File: src/rtl/mem_arbiter.sv
// mem_arbiter: shares one word-wide memory port between an instruction-fetch
// requester and a load/store requester. One access at a time. Every access
// goes through the same path: grant, wait for mack (with a timeout), then one
// response cycle that pulses the ready output of the requester that was served.
// The state and all outputs are registered.
//
// Optional feature: define MEM_ARB_RR_EN to break simultaneous fetch/data
// requests in favour of the requester that was not served last. Without it,
// data always wins a tie.
module mem_arbiter #(
    parameter int TIMEOUT_CYC = 255
) (
    input  logic        clk,
    input  logic        reset,
    input  logic        ireq,
    input  logic [31:0] iaddr,
    output logic [31:0] irdata,
    output logic        iready,
    input  logic        dreq,
    input  logic        dwe,
    input  logic [31:0] daddr,
    input  logic [31:0] dwdata,
    input  logic [1:0]  dls,
    output logic [31:0] drdata,
    output logic        dready,
    output logic        mreq,
    output logic        mwe,
    output logic [31:0] maddr,
    output logic [31:0] mwdata,
    output logic [3:0]  mbe,
    input  logic [31:0] mrdata,
    input  logic        mack,
    output logic        merr,
    output logic        busy
);

    localparam int CW = $clog2(TIMEOUT_CYC + 1);
    // Count value seen in the last SERVE cycle before the access is aborted.
    localparam logic [CW-1:0] WAIT_LAST = CW'(TIMEOUT_CYC - 1);

    typedef enum logic [1:0] {
        IDLE    = 2'd0,
        SERVE_I = 2'd1,
        SERVE_D = 2'd2,
        RESP    = 2'd3
    } stateT;

    stateT          stateReg;
    stateT          stateNext;
    logic [CW-1:0]  waitCnt;
    logic [CW-1:0]  waitNext;

    logic           pickData;
    logic           serving;
    logic           timeoutHit;
    logic [31:0]    captureWord;
    logic [3:0]     laneBe;
    logic [31:0]    laneData;

    logic           mreqNext;
    logic           mweNext;
    logic [31:0]    maddrNext;
    logic [31:0]    mwdataNext;
    logic [3:0]     mbeNext;
    logic           ireadyNext;
    logic           dreadyNext;
    logic           merrNext;
    logic           busyNext;
    logic [31:0]    irdataNext;
    logic [31:0]    drdataNext;

    // Fetches are always whole aligned words, so the low fetch address bits are dropped.
    logic           unusedBits;
    assign unusedBits = ^iaddr[1:0];

    assign serving     = (stateReg == SERVE_I) || (stateReg == SERVE_D);
    // mack in the same cycle as the last allowed wait wins: the access completes normally.
    assign timeoutHit  = serving && !mack && (waitCnt == WAIT_LAST);
    assign captureWord = mack ? mrdata : 32'h0;

    // Per byte lane: enable and write data for the requested store/load size.
    // Half-word uses daddr[1] only; byte uses daddr[1:0]; size 11 behaves as word.
    for (genvar gi = 0; gi < 4; gi++) begin : gLane
        assign laneBe[gi] = (dls == 2'b10) ? (daddr[1:0] == 2'(gi)) :
                            (dls == 2'b01) ? (daddr[1] == (gi >= 2)) : 1'b1;
        assign laneData[8*gi +: 8] = (dls == 2'b10) ? dwdata[7:0] :
                                     (dls == 2'b01) ? dwdata[8*(gi%2) +: 8] :
                                                      dwdata[8*gi +: 8];
    end

`ifdef MEM_ARB_RR_EN
    logic lastGrantData;    // 1 when the most recent grant went to the data port

    // On a tie, grant whichever requester was not served last.
    assign pickData = dreq && (!ireq || !lastGrantData);

    // Remember who received the most recent grant; reset points at fetch so data wins first.
    always_ff @(posedge clk) begin
        if (reset) begin
            lastGrantData <= 1'b0;
        end else if ((stateReg == IDLE) && (ireq || dreq)) begin
            lastGrantData <= pickData;
        end
    end
`else
    // Fixed priority: data always wins a tie.
    assign pickData = dreq;
`endif

    // State and registered outputs.
    always_ff @(posedge clk) begin
        if (reset) begin
            stateReg <= IDLE;
            waitCnt  <= '0;
            mreq     <= 1'b0;
            mwe      <= 1'b0;
            maddr    <= 32'h0;
            mwdata   <= 32'h0;
            mbe      <= 4'h0;
            iready   <= 1'b0;
            dready   <= 1'b0;
            merr     <= 1'b0;
            busy     <= 1'b0;
            irdata   <= 32'h0;
            drdata   <= 32'h0;
        end else begin
            stateReg <= stateNext;
            waitCnt  <= waitNext;
            mreq     <= mreqNext;
            mwe      <= mweNext;
            maddr    <= maddrNext;
            mwdata   <= mwdataNext;
            mbe      <= mbeNext;
            iready   <= ireadyNext;
            dready   <= dreadyNext;
            merr     <= merrNext;
            busy     <= busyNext;
            irdata   <= irdataNext;
            drdata   <= drdataNext;
        end
    end

    // Next-state: grant only from IDLE, finish on mack or timeout, one response cycle.
    always_comb begin
        stateNext = stateReg;
        case (stateReg)
            IDLE: begin
                if (ireq || dreq) begin
                    stateNext = pickData ? SERVE_D : SERVE_I;
                end
            end
            SERVE_I, SERVE_D: begin
                if (mack || timeoutHit) begin
                    stateNext = RESP;
                end
            end
            RESP:    stateNext = IDLE;
            default: stateNext = IDLE;
        endcase
    end

    // Output next-values: latch the request on grant, hold it while serving,
    // and on completion capture read data (zero on timeout) and pulse ready.
    always_comb begin
        mreqNext   = (stateNext == SERVE_I) || (stateNext == SERVE_D);
        busyNext   = (stateNext != IDLE);
        mweNext    = mwe;
        maddrNext  = maddr;
        mwdataNext = mwdata;
        mbeNext    = mbe;
        irdataNext = irdata;
        drdataNext = drdata;
        waitNext   = waitCnt;
        ireadyNext = 1'b0;
        dreadyNext = 1'b0;
        merrNext   = 1'b0;

        if ((stateReg == IDLE) && (stateNext == SERVE_I)) begin
            waitNext   = '0;
            mweNext    = 1'b0;
            maddrNext  = {iaddr[31:2], 2'b00};
            mbeNext    = 4'hF;
            mwdataNext = 32'h0;
        end else if ((stateReg == IDLE) && (stateNext == SERVE_D)) begin
            waitNext   = '0;
            mweNext    = dwe;
            maddrNext  = {daddr[31:2], 2'b00};
            mbeNext    = laneBe;
            mwdataNext = laneData;
        end else if (serving) begin
            if (!mack) begin
                waitNext = waitCnt + 1'b1;
            end
            if (stateNext == RESP) begin
                mweNext  = 1'b0;
                merrNext = !mack;
                if (stateReg == SERVE_I) begin
                    ireadyNext = 1'b1;
                    irdataNext = captureWord;
                end else begin
                    dreadyNext = 1'b1;
                    drdataNext = captureWord;
                end
            end
        end
    end

endmodule
File: config.mk
export PLATFORM = sky130hd
export DESIGN_NAME = mem_arbiter
export DESIGN_NICKNAME = d
export VERILOG_FILES = /design/src/rtl/mem_arbiter.sv
export SDC_FILE = /design/constraint.sdc
export NUM_CORES = 1
export LEC_CHECK = 0
export ABC_AREA = 1
export CORE_UTILIZATION = 44
export DETAILED_ROUTE_END_ITERATION = 8
export PLACE_DENSITY_LB_ADDON = 0.1
export SETUP_SLACK_MARGIN = 0.1
export SLEW_MARGIN = 15
export SYNTH_ARGS = -nofsm -noshare
export SYNTH_HDL_FRONTEND = slang
export SYNTH_SLANG_ARGS = --single-unit
File: constraint.sdc
create_clock -name clk -period 6.1 [get_ports clk]
set_clock_uncertainty 0.15 [all_clocks]
set_input_delay 1.22 -clock clk [delete_from_list [all_inputs] [get_ports clk]]
set_output_delay 1.22 -clock clk [all_outputs]
set_load 0.01 [all_outputs]
==> results_dict.tcl <==
set metrics [dict create \
    reg2reg_slack_ps 1980 \
    place_hpwl_mm 12.8 \
    leakagePower_nw 3.52 \
    antenna_found_initial 0 \
    rr_worst_depth 11 \
    synth.avg_cell_area_um2 8.24 \
    hold_violations 0 \
    yosysTopAreaCellShare_pct 50.6 \
    slew_headroom_pct 45.2 \
    yosys_warnings 0 \
    drc 0 \
    cts_buffer_depth 2 \
    cpLargestDelayFamily "simple AND/OR/NAND/NOR gates" \
    post-route-period-util_pct 73.7 \
    path_class "in -> reg" \
    drv_cap 0 \
    rows 41 \
    wl_per_cell_um 16.0 \
    maxSlewViolCount 0 \
    cpMostUsedCell "nand3_1" \
    initial_core_util_pct 45.4 \
    cts_hold_buffers 0 \
    placed_cells 1101 \
    async_flop_share_pct 0 \
    netlist_top_cells_area "dfxtp_1 51%, a21oi_1 9.5%, o21ai_0 9.1%, nand2_1 8.5%, nor2_1 2.6%" \
    htree_levels 4 \
    synthCells 701 \
    gp_congestion 0.828 \
    post_cts.repair.setup_buffers 0 \
    required_ps 6280 \
    grt_usage_pct 26.1 \
    r2r_end "waitCnt[4]" \
    vdd_drop_max_v 0.000196 \
    max_freq_mhz 222 \
    clkLatencyLatePin_ps 420 \
    antenna_cells 0 \
    port_buffers 269 \
    min_path_cells 2 \
    path_cells "clkdlybuf4s50_1 > inv_2 > nand2_2 > inv_2 > nand3_1 > nand3_1 > nand3_1 > nand2_1 > ha_1 > nand2_4 > nand2_2 > nor2_4 > inv_1 > nor3_1" \
    gr-total-overflow 0 \
    final_common_cell "clkdlybuf4s50_1" \
    numCtsBuffers 17 \
    timing.setup.tns_ps 0 \
    core_region_area_um2 12700 \
    cp_slowest_cell "nor2_4" \
    cts_tree "built" \
    crit_fanout 34 \
    instances_no_fill 1133 \
    io-pin-count 274 \
    ys.flop_type "dfxtp_1" \
    final_antenna_net_count 0 \
    vias_per_cell 5.23 \
    final_util_pct 71.1 \
    fp.dieW_um 117 \
    pwr_density_cell_nw_per_um2 327 \
    finalPower_mw 2.96 \
    end_kind "flip-flop" \
    layout_common_cells "269 x clkdlybuf4s50_1, 146 x dfxtp_1, 131 x nand2_1" \
    crit_path_end "waitCnt[4]" \
    startpoint_type "primary input" \
    post_cts_resized 0 \
    hold_path.class "reg -> reg" \
    cp.depth 14 \
    arrival_ps 4680 \
    grt_pass1_wl_mm 27.5 \
    die_area_um2 13600 \
    ys_ff_latch 146 \
    drt-total-wl_mm 18.2 \
    status "finished, final reports clean" \
    die_height_um 117 \
    num_vias 5931 \
    drive_above_1_share_pct 6.14 \
    placed_cell_area_um2 8490 \
    synth_edf_count 0 \
    synth_area_um2 5780 \
    cpPeakStageDelay_ps 660 \
    min_period_ps 4490 \
    area_delta_synth_final_pct 56.6 \
    reg2reg_from "stateReg[0]" \
    dr.pass1.iters 7 \
    tightestPinTransition_ps 822 \
    clk_pin_slew_ps 60 \
    synth_cell_type_count 35 \
    fin_nets 1093 \
    final-setup-viol-count 0 \
    grt_pass1_vias 5540 \
    grt_max_degree 72 \
    final_area_um2 9050 \
    startpoint "mack" \
    cp_num_buf_inv 4 \
    drt_iter0_markers 444 \
    cts_root_buffer "clkbuf_16" \
    synth_area_leader_cell "dfxtp_1" \
    cts_sinks 146 \
    rsz0062_at_grt "false" \
    synth_seq_area_share_pct 50.6 \
]
==> metrics by stage <==
step | hold WS (ps) | setup WS, ps
2_1_floorplan | 309 | 3030
3_3_place_gp | 290 | 1350
3_5_place_dp | 296 | 1190
4_1_cts | 310 | 1630
5_1_grt | 326 | 1290
6_report | 305 | 1610
==> how the worst min path moves through the flow <==
stage	start	end	slack, ps
floorplan	waitCnt[6]	waitCnt[6]	310
global placement	maddr[28]	maddr[28]	290
detailed placement	maddr[27]	maddr[27]	300
CTS	maddr[18]	maddr[18]	310
global route	maddr[27]	maddr[27]	330
finish	maddr[18]	maddr[18]	300
==> layer usage <==
layer  vias up  track usage (%)  share of wire (%)
li1       2905                -                  -
met1      2750             29.7                 39
met2       246             44.5                 48
met3        30             9.81                 10
met4         0             10.0                2.1
met5         -                0                  0
==> synthesized netlist by cell type (all sizes together), types with 3 or more instances <==
cell	number
ha	9
a21oi	110
buf	22
nor2	42
mux2i	5
a32oi	16
nand2	136
o21ai	105
dfxtp	146
nand3	10
o31ai	16
nor3	3
inv	31
clkbuf	25
a21boi	8
==> kinds of logic after synthesis <==
kind of cell             Yosys count  share of synthesized area, %
flip-flops                       146                          50.6
other                              1                        0.0649
multiplexers                       6                          1.06
XOR/XNOR                           1                         0.152
adder cells (fa/ha/maj)            9                          1.95
AND/OR/NAND/NOR                  194                          13.8
buffers and inverters             80                          6.37
AO/OA/AOI/OAI                    264                          26.0
==> sequential cells by signal, indices dropped and copies added (netlist names), 2 cells and up <==
name	flops
irdata	32
stateReg	2
waitCnt	8
mwdata	32
mbe	4
maddr	30
drdata	32
==> report_power, final <==
| part | total [mW] | switching, mW | internal [mW] |
|---|---|---|---|
| combinational | 0.817 | 0.417 | 0.400 |
| clock | 0.987 | 0.383 | 0.604 |
| sequential | 1.16 | 0.0687 | 1.09 |
==> final cells by class <==
class | count | area, um2
clock buffer | 19 | 443
clock inverter | 13 | 118
fill | 991 | 3680
inverter | 33 | 129
multi-input combinational | 476 | 2490
sequential | 146 | 2920
tap | 172 | 215
timing repair buffer | 274 | 2730
==> worst register-to-register path, stage by stage, from the launching register on <==
cell	delay [ps]
dfxtp_1	330
inv_1	100
ha_1	700
inv_1	190
nand3_1	160
nand2_1	110
ha_1	500
nand2_4	370
nand2_2	260
nor2_4	670
inv_1	270
nor3_1	240
(Power assumes the default switching activity.)
